**config.mk**
```make
export PLATFORM = sky130hd
export DESIGN_NAME = shifter_arbiter
export DESIGN_NICKNAME = d
export VERILOG_FILES = /design/src/rtl/shifter_arbiter.sv
export SDC_FILE = /design/constraint.sdc
export NUM_CORES = 1
export LEC_CHECK = 0
export CAP_MARGIN = 20
export CORE_UTILIZATION = 36
export DETAILED_ROUTE_END_ITERATION = 10
export GPL_ROUTABILITY_DRIVEN = 0
export PLACE_DENSITY = 0.82
export SETUP_SLACK_MARGIN = 0.1
export SYNTH_ARGS = -nofsm -noshare
export SYNTH_HDL_FRONTEND = slang
export SYNTH_SLANG_ARGS = --single-unit
```
**constraint.sdc**
```tcl
create_clock -name clk -period 1.6 [get_ports clk]
set_input_delay 0.16 -clock clk [delete_from_list [all_inputs] [get_ports clk]]
set_output_delay 0.16 -clock clk [all_outputs]
set_load 0.005 [all_outputs]
```
**src/rtl/shifter_arbiter.sv**
```systemverilog
`timescale 1ns/1ps
// shifter_arbiter: shares one combinational 32-bit shifter between two
// valid/ready requesters. One operation is in flight at a time. Operands are
// registered and presented to the shifter for one cycle, and the result is
// returned on the owner's response channel.
//
// state  | meaning
// -------+-----------------------------------------------------------
// IDLE   | waiting for a request; winner's reqN_ready is asserted
// EXEC   | operands on sh_* for one cycle; sh_out captured at the end
// RESP   | result held on rsp<owner>_* until rsp<owner>_ready
module shifter_arbiter #(
  parameter bit FIXED_PRIO = 1'b0
) (
  input  logic        clk,
  input  logic        rst_n,

  input  logic        req0_valid,
  output logic        req0_ready,
  input  logic [31:0] req0_data,
  input  logic [4:0]  req0_sh,
  input  logic [2:0]  req0_ftn,

  input  logic        req1_valid,
  output logic        req1_ready,
  input  logic [31:0] req1_data,
  input  logic [4:0]  req1_sh,
  input  logic [2:0]  req1_ftn,

  output logic        rsp0_valid,
  input  logic        rsp0_ready,
  output logic [31:0] rsp0_data,
  output logic        rsp0_err,

  output logic        rsp1_valid,
  input  logic        rsp1_ready,
  output logic [31:0] rsp1_data,
  output logic        rsp1_err,

  output logic [31:0] sh_in,
  output logic [4:0]  sh_amt,
  output logic [2:0]  sh_ftn,
  input  logic [31:0] sh_out,

  output logic        busy
);

  localparam logic [1:0] S_IDLE = 2'd0;
  localparam logic [1:0] S_EXEC = 2'd1;
  localparam logic [1:0] S_RESP = 2'd2;

  localparam logic [2:0] FTN_ILLEGAL = 3'd7;

  logic [1:0]  state_q, state_d;
  logic [31:0] op_data_q, op_data_d;
  logic [4:0]  op_sh_q, op_sh_d;
  logic [2:0]  op_ftn_q, op_ftn_d;
  logic        owner_q, owner_d;
  logic        last_q, last_d;
  logic [31:0] res_q, res_d;
  logic        err_q, err_d;

  logic        any_req;
  logic        win1;
  logic [31:0] sel_data;
  logic [4:0]  sel_sh;
  logic [2:0]  sel_ftn;
  logic        in_idle;
  logic        in_exec;
  logic        in_resp;
  logic        owner_rsp_ready;

  assign in_idle = (state_q == S_IDLE);
  assign in_exec = (state_q == S_EXEC);
  assign in_resp = (state_q == S_RESP);

  // Arbitration: a lone requester wins; on a tie round-robin favours the
  // requester that was not granted last, fixed priority always favours req0.
  always_comb begin
    any_req = req0_valid | req1_valid;
    win1    = 1'b0;
    if (req0_valid && req1_valid) begin
      win1 = FIXED_PRIO ? 1'b0 : ~last_q;
    end else begin
      win1 = req1_valid;
    end
  end

  assign sel_data = win1 ? req1_data : req0_data;
  assign sel_sh   = win1 ? req1_sh   : req0_sh;
  assign sel_ftn  = win1 ? req1_ftn  : req0_ftn;

  // Ready is gated by rst_n so it is low while reset is asserted even though
  // the state register then reads IDLE.
  assign req0_ready = rst_n & in_idle & req0_valid & ~win1;
  assign req1_ready = rst_n & in_idle & req1_valid & win1;

  assign owner_rsp_ready = owner_q ? rsp1_ready : rsp0_ready;

  // Next-state and datapath register update.
  always_comb begin
    state_d   = state_q;
    op_data_d = op_data_q;
    op_sh_d   = op_sh_q;
    op_ftn_d  = op_ftn_q;
    owner_d   = owner_q;
    last_d    = last_q;
    res_d     = res_q;
    err_d     = err_q;
    case (state_q)
      S_IDLE: begin
        if (any_req) begin
          op_data_d = sel_data;
          op_sh_d   = sel_sh;
          op_ftn_d  = sel_ftn;
          owner_d   = win1;
          last_d    = win1;
          if (sel_ftn == FTN_ILLEGAL) begin
            // Illegal function never touches the shifter.
            res_d   = 32'd0;
            err_d   = 1'b1;
            state_d = S_RESP;
          end else begin
            state_d = S_EXEC;
          end
        end
      end
      S_EXEC: begin
        res_d   = sh_out;
        err_d   = 1'b0;
        state_d = S_RESP;
      end
      S_RESP: begin
        if (owner_rsp_ready) begin
          state_d = S_IDLE;
        end
      end
      default: begin
        state_d = S_IDLE;
      end
    endcase
  end

  // State and operand registers; last resets to 1 so req0 wins the first tie.
  always_ff @(posedge clk or negedge rst_n) begin
    if (!rst_n) begin
      state_q   <= S_IDLE;
      op_data_q <= 32'd0;
      op_sh_q   <= 5'd0;
      op_ftn_q  <= 3'd0;
      owner_q   <= 1'b0;
      last_q    <= 1'b1;
      res_q     <= 32'd0;
      err_q     <= 1'b0;
    end else begin
      state_q   <= state_d;
      op_data_q <= op_data_d;
      op_sh_q   <= op_sh_d;
      op_ftn_q  <= op_ftn_d;
      owner_q   <= owner_d;
      last_q    <= last_d;
      res_q     <= res_d;
      err_q     <= err_d;
    end
  end

  assign sh_in  = in_exec ? op_data_q : 32'd0;
  assign sh_amt = in_exec ? op_sh_q   : 5'd0;
  assign sh_ftn = in_exec ? op_ftn_q  : 3'd0;

  assign rsp0_valid = in_resp & ~owner_q;
  assign rsp1_valid = in_resp & owner_q;
  assign rsp0_data  = rsp0_valid ? res_q : 32'd0;
  assign rsp1_data  = rsp1_valid ? res_q : 32'd0;
  assign rsp0_err   = rsp0_valid & err_q;
  assign rsp1_err   = rsp1_valid & err_q;

  assign busy = ~in_idle;

endmodule

```
==> results.md, run 1 <==
* Ratio of cells with drive above 1 in the final layout at 0.646
* Mapped Cells at slightly below 400
* DR WL/cell at 23.9 um
* Slew headroom at 0.747
* Setup CP Type: flop to primary output
* Post-Place Cells at between 700 and 800
* Clock Tree Root: clkbuf_16
* Worst r2r dst: res_q[27]$_DFFE_PN0P_
* Critical Path Start: state_q[0]$_DFFE_PN0P_
* Final Cycle Share at 1.19
* Core Util, Final at 0.831
* Most common cell after layout, fill and taps aside: buf_6
* Mapped cell area at ~0.0043 mm2
* Register area share after synthesis at 0.444
* WHS at roughly 0.36 ns
* RSZ-0062 raised after global routing: yes
* Area Growth Syn to Fin at 122%
* Vias post-DR at 4673
* Final Power at 17.8 mW
* Reg clk slew, reported paths at 0.07 ns
* Most frequent cells in the layout: 136 x buf_6, 116 x clkdlybuf4s50_1, 75 x dfrtp_1
* Vias per cell at about 5.4
* Final wirelength at between 20 and 25 mm
* Worst hold path class: input port to async pin
* Vias in the first global route at 4731
* Largest cells by area after synthesis: dfrtp_1 44%, mux2_2 21%, and2_1 11%
* Yosys reg bits at 77
* Max Cap Viol at 0
* Power per cell area at 1850 mW/mm2
* Post-DRT Antenna Nets at 0
* GRT Util Overall at 0.273
* Worst-skew pair later-pin latency at around 0.35 ns
* Dpl ws at -0.377 ns
* Setup Skew at 0.0150 ns
* First-pass GRT wire length at 26.1 mm
* Nets@finish at around 840
* ANT cells at 0
* Post-Synthesis Net Count at a little over 500
* Setup TNS at -31.61 ns
* Htree depth at 3
* CTS sink cnt at 77
* Die width at 112 um
* Yosys warning total at 0
* Setup crit end: rsp0_data[27]
* Netlist cell types at 26
* I/O pins at between 200 and 250
* Initial antenna violation count at 0
* Final instance area at 0.00961 mm2
* Critical path capture point type: primary output
* Lkg Pwr at 4.51 nW
* Area leader, netlist: dfrtp_1
* Core Box Area at 0.0116 mm2
* Post-route setup slack at -0.302 ns
* Final number of max-transition violations at 0
* DRC at 21
* Worst Setup Start Kind: flop
* Hpwl dp at 9.28 mm
* Post-route insts no fill at 868
* Cell row count at 39
* CTS Buf Count at 9
* Worst r2r src: state_q[1]$_DFFE_PN0P_
* DRT iter0 DRCs at ~200
* Placed Area at between 0.006 and 0.007 mm2
* Total congestion overflow at 0
* Worst slew pin tran at 0.380 ns
* Top-area cell type share of the netlist area at 0.438
* Critical Path RT at 1.44 ns
* Initial core utilization at 0.375
* CP Max Fanout at 4
* Final Hold Vio Count at 0
* Detailed Routing Iterations Pass 1 at 11
* Setup-failing EPs final at 186
* Cells on worst reg2reg path at 10
* Failing checks: design-rule violations, negative setup slack
* R2r setup slk at -0.20 ns
* Arr. time, crit path at approximately 1.7 ns
* Status: finished with violations
* Max Clk Rate at 526 MHz
* Min Tclk post-route at between 1.5 and 2 ns
* Worst-case clock buffer depth at 2
* Syn avg cell area at 11.2 um2
* Maximum vdd drop at between 0.9 and 1 mV
* TritonCTS clock tree: yes
* Die area at between 0.01 and 0.015 mm2
* Largest net degree at the start of global routing at 78
* PortBufs at 228
* Height of the die at 112 um
worst max-delay path, stage by stage (launching register included):
cell and delay (ns):
dfrtp_2 0.44, nor2b_4 0.17, and2b_4 0.22, buf_6 0.13, buf_6 0.10, buf_6 0.09, and2_4 0.14, buf_6 0.09
synth_stat cells:
| library cell | count |
|---|---|
| nor2b_1 | 2 |
| a221o_1 | 1 |
| dfstp_2 | 1 |
| mux2i_2 | 1 |
| clkbuf_2 | 1 |
| dfrtp_1 | 76 |
| and3_1 | 34 |
| a31oi_1 | 1 |
| and2b_1 | 1 |
| a21oi_1 | 33 |
| o21ai_0 | 1 |
| a21boi_4 | 1 |
| mux2i_1 | 33 |
| buf_4 | 4 |
| clkbuf_1 | 13 |
| nor2_1 | 5 |
| nand2b_1 | 1 |
| a22o_1 | 2 |
| nor3_4 | 1 |
| inv_1 | 1 |
| and2_1 | 74 |
| nand3_1 | 3 |
| buf_6 | 4 |
| mux2_2 | 80 |
| buf_1 | 1 |
| buf_2 | 11 |
sequential cells by signal, indices dropped and copies added (netlist names):
| name | cells |
|---|---|
| op_data_q | 32 |
| res_q | 32 |
| op_sh_q | 5 |
| op_ftn_q | 3 |
| state_q | 2 |
| err_q | 1 |
| last_q | 1 |
| owner_q | 1 |
kinds of logic (layout without fill, tap and decap cells):
group,count (synthesis),in the layout,share of synthesized area
and+or+nand+nor,121,121,0.173
buffers and inverters,35,374,0.0441
muxes,114,114,0.287
AOI/OAI and AO/OA,39,39,0.0513
DFF,77,77,0.444
worst min path at each step:
| stage | depth (start not counted) | endpoint | from | slack, ns |
|---|---|---|---|---|
| detailed placement | 1 | op_data_q[22]$_DFFE_PN0P_ | op_data_q[22]$_DFFE_PN0P_ | 0.49 |
| global placement | 1 | op_data_q[9]$_DFFE_PN0P_ | op_data_q[9]$_DFFE_PN0P_ | 0.48 |
| finish | 3 | res_q[23]$_DFFE_PN0P_ | rst_n | 0.36 |
| CTS | 2 | res_q[23]$_DFFE_PN0P_ | rst_n | 0.17 |
| floorplan | 0 | err_q$_DFFE_PN0P_ | rst_n | -0.14 |
| global route | 3 | res_q[23]$_DFFE_PN0P_ | rst_n | 0.36 |
power by group:
group / switching (mW) / total (mW) / internal [mW]
clock: 0.917 / 2.45 / 1.53
sequential: 0.886 / 3.85 / 2.96
combinational: 4.16 / 11.5 / 7.31
total: 5.96 / 17.8 / 11.8
cell type report:
cell class | instances | area [um2]
clock buffers | 9 | 225
clock inverters | 7 | 124
fillers | 560 | 1950
inverters | 1 | 3.75
multi-input cells | 274 | 2860
flip-flops and latches | 77 | 1930
well taps | 143 | 179
repair buffers | 357 | 4290
per-layer routing:
| layer | part of all wire | global-route usage | vias to the layer above |
|---|---|---|---|
| met5 | 0 | 0 | - |
| met4 | 0.042 | 0.0901 | 0 |
| met3 | 0.078 | 0.0577 | 62 |
| met2 | 0.53 | 0.507 | 255 |
| met1 | 0.35 | 0.308 | 2334 |
| li1 | - | - | 2022 |
timing repair:
action                                  CTS  global route
hold buffers                              0             1
gates cloned                             20            10
setup buffers                            49            29
resized for setup                       524           259
endpoints found under the setup margin  186           187
endpoints found under the hold margin     0             5
pin swaps                                41            18
Power figures use the tool's default switching activity.
==> run 2: changes to the inputs <==
--- a/config.mk
+++ b/config.mk
@@ -6,10 +6,11 @@
 export NUM_CORES = 1
 export LEC_CHECK = 0
 export CAP_MARGIN = 20
-export CORE_UTILIZATION = 36
+export CORE_UTILIZATION = 50
 export DETAILED_ROUTE_END_ITERATION = 10
+export DONT_BUFFER_PORTS = 1
 export GPL_ROUTABILITY_DRIVEN = 0
-export PLACE_DENSITY = 0.82
+export PLACE_DENSITY = 0.73
 export SETUP_SLACK_MARGIN = 0.1
 export SYNTH_ARGS = -nofsm -noshare
 export SYNTH_HDL_FRONTEND = slang
==> run 2 against run 1 <==
- the run ends with negative hold slack, negative setup slack left
- combinational power down 41%
- clock power down 40%
- non-clock buffer count down 282
- clock skew down 0.0066 ns
- hold slack worse by 0.85 ns
- critical path depth down 2
- fmax up 13%
- worst setup slack better by 0.22 ns
- routed wire length down 38%
- clock-buffer cell count up 1
- critical path type unchanged
- largest power group unchanged
==> results.md, run 2 (same netlist as run 1, synthesis figures left out) <==
* Vias in the first global route at 3136 (-34%)
* Final instance area at 0.00604 mm2 (-37%)
* Hpwl dp at 6.70 mm (-28%)
* Worst-skew pair later-pin latency at 0.34 ns (about the same)
* DR WL/cell at 23.5 um (-1.6%)
* Min Tclk post-route at 1.68 ns (-0.223 ns)
* Final wirelength at 12.9 mm (-38%)
* Post-route setup slack at -0.0790 ns (+0.223 ns)
* Ratio of cells with drive above 1 in the final layout at 0.582 (-0.0631)
* RSZ-0062 raised after global routing: yes
* Die width at 95.2 um (-15%)
* Largest regs: op_data_q x32, res_q x32, op_sh_q x5
* TritonCTS clock tree: yes
* DRC at 0 (-100%)
* Maximum vdd drop at 0.988 mV (+8.8%)
* Final number of max-transition violations at 0 (unchanged)
* Vias per cell at 5.90 (+9.6%)
* Worst r2r src: last_q$_DFFE_PN1P_
* Placed Area at 0.00451 mm2 (-35%)
* Height of the die at 95.2 um (-15%)
* ANT cells at 0 (unchanged)
* Lkg Pwr at 2.87 nW (-36%)
* Htree depth at 3 (unchanged)
* Gate power share at 0.567 (-0.079)
* Register area at 0.00193 mm2 (unchanged)
* Vias post-DR at 3234 (-31%)
* CTS Buf Count at 9 (unchanged)
* Slew headroom at 0.803 (+0.0565)
* Core Box Area at 0.00830 mm2 (-28%)
* WHS at -0.496 ns (-0.852 ns)
* Worst-case clock buffer depth at 2 (unchanged)
* Core Util, Final at 0.728 (-0.103)
* Max stage delay on crit path at 0.42 ns (-0.02 ns)
* Area of the multi-input gates at 0.00267 mm2 (-6.4%)
* Detailed Routing Iterations Pass 1 at 4 (-7)
* Fillcell total at 541 (-3.4%)
* Sw Pwr at 4.15 mW (-30%)
* Final Hold Vio Count at 77 (+77)
* DRT iter0 DRCs at 83 (-59%)
* Post-Place Cells at 473 (-37%)
* Worst slew pin tran at 0.289 ns (-0.0910 ns)
* Dpl ws at 0.0562 ns (+0.433 ns)
* Failing checks: negative hold slack, negative setup slack
* PortBufs at 0 (-100%)
* Cells along the critical path: buf_6, nor2b_4, buf_6, buf_12, and2_4
* Area Growth Syn to Fin at 39.3%
* Most frequent cells in the layout: 75 x dfrtp_1, 73 x and2_4, 40 x mux2_2, 40 x mux2_4, 33 x mux2i_1
* Setup-failing EPs final at 142 (-24%)
* I/O pins at 229 (unchanged)
* CP Max Fanout at 15 (+11)
* Die area at 0.00905 mm2 (-28%)
* Arr. time, crit path at 1.52 ns (-0.22 ns)
* CTS sink cnt at 77 (unchanged)
* Post-DRT Antenna Nets at 0 (unchanged)
* Critical-path top delay cell: dfrtp_1
* Worst hold path class: input port to async pin
* Clock Tree Root: clkbuf_8
* Max Clk Rate at 596 MHz (+13%)
* Max Cap Viol at 0 (unchanged)
* Setup Skew at 0.00840 ns (-0.00661 ns)
* Worst Setup Start Kind: flop
* Most common cell after layout, fill and taps aside: dfrtp_1
* Power per cell area at 1970 mW/mm2 (+6.8%)
* Initial antenna violation count at 0 (unchanged)
* Initial core utilization at 0.523 (+0.148)
* Largest net degree at the start of global routing at 80 (+2.6%)
* Critical path capture point type: primary output
* Sw frac at 0.348 (+0.0121)
* Post-route insts no fill at 548 (-37%)
* Cell row count at 33 (-15%)
* Final Cycle Share at 1.05 (-0.140)
* Critical Path RT at 1.44 ns (about the same)
* Total congestion overflow at 0 (unchanged)
* Total internal power at 7.78 mW (-34%)
* Part of the power in registers at 0.309 (+0.093)
* Clock power frac at 0.124 (-0.014)
* Critical Path Start: state_q[1]$_DFFE_PN0P_
* Top cell by count, worst path: buf_6
* GRT Util Overall at 0.255 (-0.0183)
* Setup CP Type: flop to primary output
* Reg clk slew, reported paths at 0.09 ns (+0.02 ns)
* First-pass GRT wire length at 16.8 mm (-36%)
* Nets@finish at 556 (-34%)
* Status: finished with violations
run 2: area by class of cell:
cell class,count,area share
tap,105,0.0217
clock buffer,10,0.0228
clock inverter,6,0.0104
sequential,77,0.319
multi-input combinational,274,0.442
inverter,1,0.000621
timing repair buffer,75,0.183
run 2: through the flow:
step / TNS (ns) / total power, mW
6_report: -6.06 / 11.9
3_5_place_dp: 0 / 7.46
3_3_place_gp: 0 / 7.28
2_1_floorplan: 0 / 6.53
5_1_grt: -16.16 / 12.6
4_1_cts: -3.00 / 10.9
run 2: power by group through the flow:
stage	Clock [mW]	Combinational [mW]	Sequential (mW)
2_1_floorplan	0	3.18	3.35
3_3_place_gp	0	3.75	3.52
3_5_place_dp	0	3.88	3.58
4_1_cts	1.51	5.80	3.61
5_1_grt	1.60	7.16	3.79
6_report	1.48	6.76	3.69
run 2: metal layers:
metal / up-vias / GRT usage / part of all wire
li1: 1450 / - / -
met2: 160 / 0.475 / 0.54
met5: - / 0 / 0
met1: 1611 / 0.288 / 0.39
met4: 0 / 0.0795 / 0.011
met3: 13 / 0.0518 / 0.057
run 2: worst max-delay path: cells and delay by family (launching register included):
| family | cells | cell delay (ns) |
|---|---|---|
| simple gates | 2 | 0.34 |
| buf+inv | 3 | 0.41 |
| flops | 1 | 0.42 |
run 2: final timing paths:
| path | depth (start not counted) | endpoint | slack, ns |
|---|---|---|---|
| worst min-delay path | 0 | op_data_q[14]$_DFFE_PN0P_ | -0.50 |
| worst min register to register | 1 | op_data_q[29]$_DFFE_PN0P_ | 0.51 |
| max in group asynchronous | 0 | last_q$_DFFE_PN1P_ | 1.90 |
| worst max-delay path | 5 | sh_ftn[2] | -0.08 |
| min in group clk | 2 | res_q[16]$_DFFE_PN0P_ | 0.01 |
| worst max register to register | 6 | res_q[25]$_DFFE_PN0P_ | -0.06 |
run 2: timing repair:
action                                  4_1_cts  5_1_grt
cloned                                       13       10
setup buffers                                14       10
resized for setup                           104       66
endpoints found under the setup margin      177      186
hold endpoints to repair                     89       78
hold buffers                                 13        1
pin swaps                                    12       22
